**src/rtl/uart_tx_arbiter.sv**
```systemverilog
// uart_tx_arbiter: round-robin arbitration of NUM_REQ byte producers onto one
// 8N1 UART transmit line. The winning byte is latched and acked in the same
// IDLE edge that drives the start bit, so the line never waits on handshakes.
module uart_tx_arbiter #(
   parameter int NUM_REQ = 4,
   parameter int BAUD    = 115200,
   parameter int F       = 50000000,
   localparam int IDW    = (NUM_REQ > 1) ? $clog2(NUM_REQ) : 1
) (
   input  logic                 clk,
   input  logic                 rst,
   input  logic [NUM_REQ-1:0]   req,
   input  logic [8*NUM_REQ-1:0] data,
   output logic [NUM_REQ-1:0]   ack,
   output logic [IDW-1:0]       grant_id,
   output logic                 busy,
   output logic                 tx
);

   localparam int DIV = F / BAUD;
   localparam int CW  = $clog2(DIV);
   localparam logic [CW-1:0] CNT_LAST = CW'(DIV - 1);

   typedef enum logic [1:0] {
      START = 2'b00,
      DATA  = 2'b01,
      STOP  = 2'b10,
      IDLE  = 2'b11
   } state_t;

   state_t         state;
   logic [IDW-1:0] ptr;
   logic [IDW-1:0] winner;
   logic [IDW-1:0] ptr_nxt;
   logic           found;
   int             idx;
   logic [CW-1:0]  baud_cnt;
   logic [2:0]     bit_cnt;
   logic [7:0]     shreg;

   // Round-robin scan: first pending requester at or after ptr, wrapping.
   always_comb begin
      winner = '0;
      found  = 1'b0;
      idx    = 0;
      for (int k = 0; k < NUM_REQ; k++) begin
         idx = int'(ptr) + k;
         if (idx >= NUM_REQ) idx = idx - NUM_REQ;
         if (!found && req[idx]) begin
            found  = 1'b1;
            winner = IDW'(idx);
         end
      end
      ptr_nxt = (int'(winner) == NUM_REQ - 1) ? '0 : winner + IDW'(1);
   end

   // Frame FSM: grant/latch in IDLE, then start, 8 data bits LSB first, stop.
   always_ff @(posedge clk or negedge rst) begin
      if (!rst) begin
         state    <= IDLE;
         tx       <= 1'b1;
         busy     <= 1'b0;
         ack      <= '0;
         grant_id <= '0;
         ptr      <= '0;
         baud_cnt <= '0;
         bit_cnt  <= '0;
         shreg    <= '0;
      end else begin
         ack <= '0;
         case (state)
            IDLE: begin
               tx <= 1'b1;
               if (found) begin
                  shreg       <= data[8*int'(winner) +: 8];
                  ack[winner] <= 1'b1;
                  grant_id    <= winner;
                  ptr         <= ptr_nxt;
                  state       <= START;
                  busy        <= 1'b1;
                  tx          <= 1'b0;
                  baud_cnt    <= '0;
               end
            end
            START: begin
               if (baud_cnt == CNT_LAST) begin
                  baud_cnt <= '0;
                  bit_cnt  <= '0;
                  tx       <= shreg[0];
                  state    <= DATA;
               end else begin
                  baud_cnt <= baud_cnt + CW'(1);
               end
            end
            DATA: begin
               if (baud_cnt == CNT_LAST) begin
                  baud_cnt <= '0;
                  if (bit_cnt == 3'd7) begin
                     tx    <= 1'b1;
                     state <= STOP;
                  end else begin
                     bit_cnt <= bit_cnt + 3'd1;
                     tx      <= shreg[bit_cnt + 3'd1];
                  end
               end else begin
                  baud_cnt <= baud_cnt + CW'(1);
               end
            end
            STOP: begin
               if (baud_cnt == CNT_LAST) begin
                  baud_cnt <= '0;
                  busy     <= 1'b0;
                  state    <= IDLE;
               end else begin
                  baud_cnt <= baud_cnt + CW'(1);
               end
            end
            default: state <= IDLE;
         endcase
      end
   end

endmodule

```
**config.mk**
```make
export PLATFORM = sky130hd
export DESIGN_NAME = uart_tx_arbiter
export DESIGN_NICKNAME = d
export VERILOG_FILES = /design/src/rtl/uart_tx_arbiter.sv
export SDC_FILE = /design/constraint.sdc
export NUM_CORES = 1
export LEC_CHECK = 0
export CORE_MARGIN = 3
export CORE_UTILIZATION = 60
export DETAILED_ROUTE_END_ITERATION = 10
export DONT_BUFFER_PORTS = 1
export PLACE_DENSITY = 0.74
export SETUP_SLACK_MARGIN = 0.3
export SLEW_MARGIN = 40
export SYNTH_ARGS = -nofsm -noshare
export SYNTH_HDL_FRONTEND = slang
export SYNTH_SLANG_ARGS = --single-unit
```
**constraint.sdc**
```tcl
create_clock -name clk -period 2.19 [get_ports clk]
set_input_delay 0.219 -clock clk [delete_from_list [all_inputs] [get_ports clk]]
set_output_delay 0.219 -clock clk [all_outputs]
set_load 0.01 [all_outputs]
```
* Yosys cells after proc, flatten, opt, wreduce, memory -nomap -nowiden
Index checks and enable logic that the tools add are counted.
** Cells by class
- Eq/ne operators :: 12
- Divide/modulo/power cells :: 0
- Shift operators :: 1
- Bitwise gates (word level) :: 0
- $add $sub $neg :: 10
- Muxes and demuxes :: 52
- Reductions and logical operators :: 17
- $mul :: 0
- $lt $le $gt $ge :: 11
** Operator list (count)
- $lt A32 B4 Y1 const B :: 4
- $mux W32 :: 4
- $shiftx A32 B6 Y8 :: 1
- $mux W1 :: 20
- $mux W2 :: 10
- $mux W9 :: 2
- $pmux W9 S2 :: 1
- $ne A2 B2 Y1 const B :: 6
- $sub A3 B3 Y4 const B :: 3
- $add A9 B1 Y9 const B :: 1
- $eq A9 B9 Y1 const B :: 1
- $ge A3 B3 Y1 const B :: 3
- $mux W3 :: 3
- $bmux W1 S2 :: 4
- $mux W4 :: 2
- $pmux W2 S4 :: 1
- $add A2 B2 Y3 const B :: 2
- $pmux W3 S2 :: 1
- $reduce_and A3 Y1 :: 2
- $reduce_and A5 Y1 :: 1
- $eq A2 B1 Y1 const B :: 2
- $eq A2 B2 Y1 const B :: 2
- $logic_and A1 B1 Y1 :: 4
- $lt A3 B4 Y1 const B :: 1
- other kinds (19) :: 22
** Storage, ports and cells
- Bits in read-only memories :: 0
- Bits in latches :: 0
- Output and inout port bits :: 8
- Logic and storage cells :: 112
- Memories kept :: 0
- Bits of input ports :: 38
- Bits in registers :: 32
- Memory bits (writable) :: 0

* Longest topological paths before layout
Gate-level depths: netlist of the first run.
- Depth after elaboration :: 21
- Mapped depth :: 8
- Gate-level depth less buffers :: 7

* Worst setup path after synthesis of the first run
OpenSTA, ideal clock, no wires.
- Path kind :: register -> register
- Start point :: register bit_cnt[0]
- End point :: register tx
- Setup time :: 87 ps
- Setup slack :: 393 ps
- Stages on the path, launching flop included :: 7
- Data arrival time :: 1710 ps
- Data required time :: 2103 ps
- Path through :: dfrtp_1 -> ha_1 -> mux4_2 -> nor2b_1 -> a211o_1 -> a222oi_1 -> a21oi_1
** Between the ends
- Cells in the longest elaborated chain, start to end :: 6
** RTL lines
- start: declaration :: line 38 : logic [2:0] bit_cnt;
- start signal: assignment :: line 102 : bit_cnt <= bit_cnt + 3'd1;
- $add A3 B1 Y3 :: line 103 : tx <= shreg[bit_cnt + 3'd1];
- $bmux W1 S3 :: line 103
- $mux W1 (not written as such) :: line 103
- $mux W1 * :: line 98 : if (bit_cnt == 3'd7) begin
- $mux W1 * :: line 96 : if (baud_cnt == CNT_LAST) begin
- $pmux W1 S3 * :: line 71 : case (state)
- end signal: assignment :: line 89 : tx <= shreg[0];
- end signal: assignment :: line 103
- end: declaration :: line 17 : output logic tx
Every way passes the cells marked *; elsewhere a longest branch is shown, timed or not. The select of a mux whose other input is x is not followed.
A chain may end at the register's enable or synchronous reset.

* Worst setup path after layout of the first run
- Start point :: register baud_cnt[1]
- End point :: register bit_cnt[1]
** Between the ends
- Cells in the longest elaborated chain, start to end :: 3
** RTL lines
- start: declaration :: line 37 : logic [CW-1:0] baud_cnt;
- start signal: assignment :: line 92 : baud_cnt <= baud_cnt + CW'(1);
- start signal: assignment :: line 106 : baud_cnt <= baud_cnt + CW'(1);
- start signal: assignment :: line 115 : baud_cnt <= baud_cnt + CW'(1);
- $eq A9 B9 Y1 * :: line 86, 96
- $ne A2 B2 Y1 (no source line)
- $reduce_and A4 Y1 (no source line) *
Every way passes the cells marked *; elsewhere a longest branch is shown, timed or not.

==> results.cfg, run 1 <==
[layout]
layout-drive-gt1-share_pct = 21.0
finish.net_count = 271
final-instance-count-excl-fill = 268
n_antenna_cell = 0
design_area_sq_mm = 0.00227
final_core_util_pct = 73.3
count_of_fill_cells_added_during_filler_insertion = 215
area_delta_synth_final_pct = 15.1

[floorplanning]
chipHeight_um = 63.4
rows = 20
die-width_um = 63.4
design.portCount = 46
die_area_sq_mm = 0.00402
initial_utilization_pct = 63.7
coreArea_sq_mm = 0.00310

[synth]
ys.warnings.count = 0
synth_top_cell_by_area = sky130_fd_sc_hd__dfrtp_1
synthesis.nets = 255
leading_cell_type_by_number_of_instances_after_synthesis = sky130_fd_sc_hd__nand2_1
ys_types = 48
avgSynthCellArea_sq_um = 9.54
ys_async_sr_fraction_pct = 100
yosys-top-cells-area = sky130_fd_sc_hd__dfrtp_1 (37%), sky130_fd_sc_hd__ha_1 (6.3%), sky130_fd_sc_hd__nand2_1 (5.7%)
post_synth_top_area_share_pct = 36.7
post_synth_instance_area_sq_mm = 0.00198
count_of_flip_flops_with_a_built_in_enable_after_synthesis = 0
yosys_register_bits = 32
synth_seq_area_share_pct = 40.7
synthesis.instances = 207
synthFlopType = sky130_fd_sc_hd__dfrtp_1
synth_commonest_cells = sky130_fd_sc_hd__nand2_1 (30), sky130_fd_sc_hd__dfrtp_1 (29), sky130_fd_sc_hd__o21ai_0 (15), sky130_fd_sc_hd__nand3_1 (11)

[place]
rd_place_congestion = 0.826
dp.final_hpwl_um = 3160
portBuffers = 0
postPlaceCellArea_sq_mm = 0.00203
placed_cells = 249

[setup_path]
cp_slowest_cell = sky130_fd_sc_hd__dfrtp_1
critical-path-max-stage-delay_ns = 0.41
crit_type = register to register
cp-end-kind = register
timing.critical_path.arrival_ns = 2.11
crit_chain = inv_2 -> ha_1 -> nand4b_1 -> nor4_4 -> buf_4 -> o21ai_0 -> nand2_1 -> o21ai_1
cp.required_ns = 2.41
r2r.worst_path.cells = 8
setup.worst_path.start_class = register
timing.critical_path.fanout_max = 3

[timing]
fin_skew_ns = 0.0153
max_slew.worst_pin.slew_ns = 0.484
setup_total_negative_slack_ns = 0
rsz_0062_raised_after_global_routing = yes
final_min_period_over_clock_period_pct = 86.4
timing.fmax_mhz = 529
hold_viol = 0
maxSlewViolCount = 0
setup_viol = 0
post-route-min-period_ns = 1.89
slew-limit-headroom_pct = 67.4

[power_and_ir_drop]
vdd_ir_drop_max_uv = 340
p_per_area_mw_per_mm2 = 490
static-leakage-power_nw = 1.01
power_mw = 1.12

[route]
remaining_drc_errors = 0
drt-total-wl_um = 4520
route.detailed.wl_per_inst_um = 16.9
post_drt_via_cell_ratio = 6.40
num_vias = 1714
detailed_router_iteration_count_before_antenna_repair = 4
dr.first_iter.drc_count = 147
number_of_nets_with_antenna_violations_after_detailed_routing = 0

[hold_path]
worst_hold_path_type = input pin to register
whs_path_depth = 2

[clocking]
cts.reportedPaths.clkPinSlew_ns = 0.10
clock_insertion_delay_worst_skew_ns = 0.34
root_buffer_cell = sky130_fd_sc_hd__clkbuf_4
cts-root-to-sink-buffers = 2
clock_sinks = 32
htreeDepth = 2
numCtsBuffers = 5
tritoncts = yes

[global_routing]
groute.usage.overall_pct = 22.0
grt-ovfl-total = 0
first_pass_grt_wire_length_um = 6990
grt_max_degree = 33
antenna_violations_before_repair = 0
vias_in_the_first_global_route = 1618

[run]
maxCapViolCount = 0

[status]
run_status = completed
==> cells by family after synthesis <==
| group | Yosys count | share of synthesized area [%] |
|---|---|---|
| AND/OR/NAND/NOR | 75 | 20.3 |
| buffers and inverters | 15 | 3.36 |
| XOR/XNOR | 2 | 0.887 |
| adder cells (fa/ha/maj) | 10 | 6.33 |
| flip-flops | 32 | 40.7 |
| multiplexers | 11 | 7.09 |
| AO/OA/AOI/OAI | 62 | 21.3 |
==> layer usage <==
layer | vias up | share of wire (%) | global-route usage [%] | wire (um)
met1 | 816 | 43 | 26.5 | 1940
met2 | 76 | 48 | 37.4 | 2170
met3 | 13 | 7.1 | 6.77 | 320
li1 | 809 | - | - | -
met5 | - | 0 | 0 | 0
met4 | 0 | 2.1 | 7.01 | 96
==> sequential cells by signal (all words and copies together) (netlist names) <==
| register | flops |
|---|---|
| busy | 1 |
| baud_cnt | 9 |
| tx | 1 |
| ack | 4 |
| shreg | 8 |
| state | 2 |
| bit_cnt | 3 |
| ptr | 2 |
| grant_id | 2 |
==> through the flow <==
step | setup slack (ns) | hold slack (ns)
after CTS | 0.331 | 0.112
after global routing | 0.206 | 0.116
after detailed placement | 0.276 | -0.0758
after global placement | 0.342 | -0.0758
final | 0.298 | 0.125
after floorplan | 0.393 | -0.0766
==> placed cells by master, fill, tap and decap left out, types with 2 or more instances in the layout <==
cell type / count
sky130_fd_sc_hd__clkbuf_4: 5
sky130_fd_sc_hd__o2bb2ai_1: 2
sky130_fd_sc_hd__buf_12: 2
sky130_fd_sc_hd__o31ai_1: 2
sky130_fd_sc_hd__ha_1: 9
sky130_fd_sc_hd__a21oi_1: 2
sky130_fd_sc_hd__dfrtp_1: 27
sky130_fd_sc_hd__inv_1: 5
sky130_fd_sc_hd__nor4_2: 2
sky130_fd_sc_hd__nor4_4: 2
sky130_fd_sc_hd__buf_4: 11
sky130_fd_sc_hd__and3_1: 5
sky130_fd_sc_hd__dfstp_2: 3
sky130_fd_sc_hd__a211o_1: 10
sky130_fd_sc_hd__clkbuf_1: 2
sky130_fd_sc_hd__nor2b_1: 2
sky130_fd_sc_hd__dfrtp_2: 2
sky130_fd_sc_hd__o211ai_1: 8
sky130_fd_sc_hd__o21ai_1: 9
sky130_fd_sc_hd__inv_2: 3
sky130_fd_sc_hd__o22ai_1: 2
sky130_fd_sc_hd__nand2_1: 30
sky130_fd_sc_hd__nor2_1: 5
sky130_fd_sc_hd__nand2b_1: 2
sky130_fd_sc_hd__and2_1: 3
sky130_fd_sc_hd__nor2_2: 2
sky130_fd_sc_hd__nand3_1: 11
sky130_fd_sc_hd__a22oi_1: 2
sky130_fd_sc_hd__o21ai_0: 15
sky130_fd_sc_hd__nor3_1: 2
sky130_fd_sc_hd__mux2i_1: 8
==> final timing paths <==
path	startpoint	endpoint	slack, ns
worst max-delay path	baud_cnt[1]$_DFFE_PN0P_	bit_cnt[1]$_DFFE_PN0P_	0.30
worst min-delay path	data[30]	shreg[6]$_DFFE_PN0P_	0.12
worst max register to register	baud_cnt[1]$_DFFE_PN0P_	bit_cnt[1]$_DFFE_PN0P_	0.30
worst min register to register	shreg[3]$_DFFE_PN0P_	shreg[3]$_DFFE_PN0P_	0.51
max in group asynchronous	rst	state[1]$_DFFE_PN1P_	1.63
min in group asynchronous	rst	baud_cnt[8]$_DFFE_PN0P_	0.31
==> final cells by class <==
class	instances	area, sq um	area share [%]
Multi-Input combinational cell	161	1180	51.9
Timing Repair Buffer	15	144	6.33
Clock buffer	8	58.8	2.59
Inverter	8	30.0	1.32
Tap cell	44	55.1	2.42
Sequential cell	32	807	35.5
==> critical path, delay by kind of cell (launching register included) <==
family / cells / cell delay, ns
compound gates: 2 / 0.25
buf+inv: 2 / 0.24
simple gates: 3 / 0.73
flops: 1 / 0.41
fa+ha+maj: 1 / 0.13
==> report_power, final <==
group	internal [mW]	leakage, nW	switching (mW)
Combinational	0.0658	0.575	0.0827
Clock	0.158	0.0326	0.196
Sequential	0.600	0.402	0.0113
Total	0.825	1.01	0.290
==> what timing repair did <==
item / 4_1_cts / 5_1_grt
gates resized for setup: 1 / 16
buffers inserted: 2 / 6
endpoints found under the setup margin: 1 / 17
hold buffers: 2 / 0
endpoints found under the hold margin: 32 / 0
gates cloned: 0 / 1
pin swaps: 0 / 8
Power figures use the tool's default switching activity.
==> run 2, diff against run 1 <==
CAP_MARGIN = 40   (was not set)
CORE_MARGIN = 4   (was 3)
CTS_BUF_LIST = sky130_fd_sc_hd__clkbuf_4   (was not set)
==> run 2 against run 1 <==
Net effect: global-route usage up 1.3 points; sequential share of layout area down 0.54 points; worst setup slack worse by 0.0038 ns; core utilization up 1.1 points; count of clock-buffer cells in the layout down 3.
==> results.cfg, run 2 (synthesis gave the netlist of run 1 again) <==
[route]
post_drt_via_cell_ratio = 6.21
wirelength_met1_um = 2000
met2RoutedLength_um = 2230
route.detailed.wl_per_inst_um = 17.2
drt-total-wl_um = 4620
detailed_router_iteration_count_before_antenna_repair = 4
uppermost_signal_routing_layer_after_detailed_routing = met4
num_vias = 1671
dr.first_iter.drc_count = 275
number_of_nets_with_antenna_violations_after_detailed_routing = 0
wl_met3_um = 345
remaining_drc_errors = 0

[global_routing]
grt-ovfl-total = 0
vias_in_the_first_global_route = 1620
antenna_violations_before_repair = 0
first_pass_grt_wire_length_um = 7710
groute.usage.overall_pct = 23.3
grt_max_degree = 33

[power_and_ir_drop]
vdd_ir_drop_max_uv = 368
pwr-share-clk_pct = 37.2
p_seq_share_pct = 51.0
static-leakage-power_nw = 1.02
power_switching_share_pct = 25.3
power_frac_comb_pct = 11.9
p_per_area_mw_per_mm2 = 519
p_int_uw = 895
switching_power_uw = 304
power_mw = 1.20

[layout]
finish.net_count = 272
layout.cells.most_common_list = sky130_fd_sc_hd__nand2_1 (30), sky130_fd_sc_hd__dfrtp_1 (27), sky130_fd_sc_hd__o21ai_0 (14)
layout-drive-gt1-share_pct = 20.4
largest-register = baud_cnt
area_delta_synth_final_pct = 16.9
top_regs = baud_cnt (9), shreg (8), ack (4)
largest_reg_flops = 9
final_common_cell = sky130_fd_sc_hd__nand2_1
count_of_fill_cells_added_during_filler_insertion = 232
n_antenna_cell = 0

[clocking]
tritoncts = yes
clock_insertion_delay_worst_skew_ns = 0.35
cts-root-to-sink-buffers = 2
cts.reportedPaths.clkPinSlew_ns = 0.11
clock_sinks = 32
htreeDepth = 2
root_buffer_cell = sky130_fd_sc_hd__clkbuf_4
numCtsBuffers = 5

[timing]
timing.fmax_mhz = 528
fin_skew_ns = 0.0106
hold_viol = 0
max_slew.worst_pin.slew_ns = 0.472
rsz_0062_raised_after_global_routing = yes
maxSlewViolCount = 0
slew-limit-headroom_pct = 68.3
final_min_period_over_clock_period_pct = 86.6
post-route-min-period_ns = 1.90
setup_viol = 0
setup_total_negative_slack_ns = 0

[setup_path]
timing.critical_path.fanout_max = 5
cp.required_ns = 2.43
crit_chain = inv_2 -> ha_4 -> nand4b_1 -> buf_4 -> o41ai_4 -> clkdlybuf4s15_2 -> buf_4 -> o31ai_1
timing.critical_path.arrival_ns = 2.14
path_common_cell = sky130_fd_sc_hd__buf_4
crit_type = register to register
cp_slowest_cell = sky130_fd_sc_hd__dfrtp_1
setup.worst_path.start_class = register
critical-path-max-stage-delay_ns = 0.41
cp-end-kind = register

[floorplanning]
design.portCount = 46
initial_utilization_pct = 63.7
rows = 20
die_area_sq_mm = 0.00427
chipHeight_um = 65.4
die-width_um = 65.4
coreArea_sq_mm = 0.00310

[hold_path]
worst_hold_path_type = input pin to register

[run]
maxCapViolCount = 0

[place]
rd_place_congestion = 0.830
dp.final_hpwl_um = 3210
portBuffers = 0

[status]
run_status = completed
## run 2: cell count changes in the layout (fill, tap and decap cells not counted), sizes merged
cell / before / now
nor4: 4 / 3
clkinv: 0 / 2
bufinv: 0 / 1
clkbuf: 8 / 5
buf: 14 / 15
clkdlybuf4s15: 0 / 1
## run 2: path summary, 6_finish.rpt
check                                   startpoint                 endpoint  slack (ns)  cells past startpoint
max in group asynchronous                      rst     state[1]$_DFFE_PN1P_        1.64                      2
max reg2reg                baud_cnt[1]$_DFFE_PN0P_  baud_cnt[3]$_DFFE_PN0P_        0.29                      8
max                        baud_cnt[1]$_DFFE_PN0P_  baud_cnt[3]$_DFFE_PN0P_        0.29                      8
min reg2reg                   shreg[2]$_DFFE_PN0P_     shreg[2]$_DFFE_PN0P_        0.50                      2
min                                       data[30]     shreg[6]$_DFFE_PN0P_        0.11                      2
min in group asynchronous                      rst  baud_cnt[7]$_DFFE_PN0P_        0.30                      2
## run 2: per-stage QoR
step | setup slack [ns] | instance area [sq um] | utilization (%) | hold WS (ns) | std cells
2_1_floorplan | 0.393 | 1980 | - | -0.0766 | 207
3_3_place_gp | 0.333 | 2020 | 65.2 | -0.0757 | 248
3_5_place_dp | 0.279 | 2020 | 65.2 | -0.0758 | 248
4_1_cts | 0.294 | 2150 | 69.2 | 0.105 | 260
5_1_grt | 0.188 | 2310 | 74.4 | 0.0949 | 269
6_report | 0.295 | 2310 | 74.4 | 0.111 | 269
## run 2: routing by layer
metal | track usage, % | vias to the layer above
met5 | 0 | -
met3 | 7.52 | 6
met4 | 4.66 | 0
li1 | - | 804
met2 | 38.8 | 70
met1 | 29.6 | 791
## run 2: layout make-up
cell class / instances / area [sq um] / share of cell area (%)
clock buffer: 5 / 37.5 / 1.63
clock inverter: 3 / 37.5 / 1.63
inverter: 8 / 30.0 / 1.30
multi-input combinational: 160 / 1180 / 50.9
sequential: 32 / 807 / 34.9
tap: 44 / 55.1 / 2.38
timing repair buffer: 17 / 166 / 7.20
## run 2: what timing repair did
item / CTS / global route
buffers inserted: 2 / 8
resized for setup: 1 / 17
hold buffers: 2 / 0
endpoints found under the hold margin: 32 / 0
setup endpoints to repair: 2 / 21
pin swaps: 0 / 9
cloned: 0 / 1
## run 2: power groups by stage
| stage | Clock, mW | Combinational [mW] | Sequential [mW] |
|---|---|---|---|
| after detailed placement | 0 | 0.112 | 0.622 |
| final | 0.445 | 0.143 | 0.611 |
| after global routing | 0.488 | 0.159 | 0.613 |
| after global placement | 0 | 0.105 | 0.622 |
| after floorplan | 0 | 0.0937 | 0.619 |
| after CTS | 0.453 | 0.129 | 0.611 |
## run 2: worst max-delay path, delay by kind of cell, from the launching register on
kind / cells / cell delay, ns
buffers and inverters: 4 / 0.71
AO/OA/AOI/OAI: 2 / 0.35
AND/OR/NAND/NOR: 1 / 0.19
adder cells (fa/ha/maj): 1 / 0.12
flip-flops: 1 / 0.41
==> run 3, diff against run 2 <==
SLEW_MARGIN = 20   (was 40)
==> results of run 3 <==
No change in the layout: final DEF, timing and power equal those of run 2.
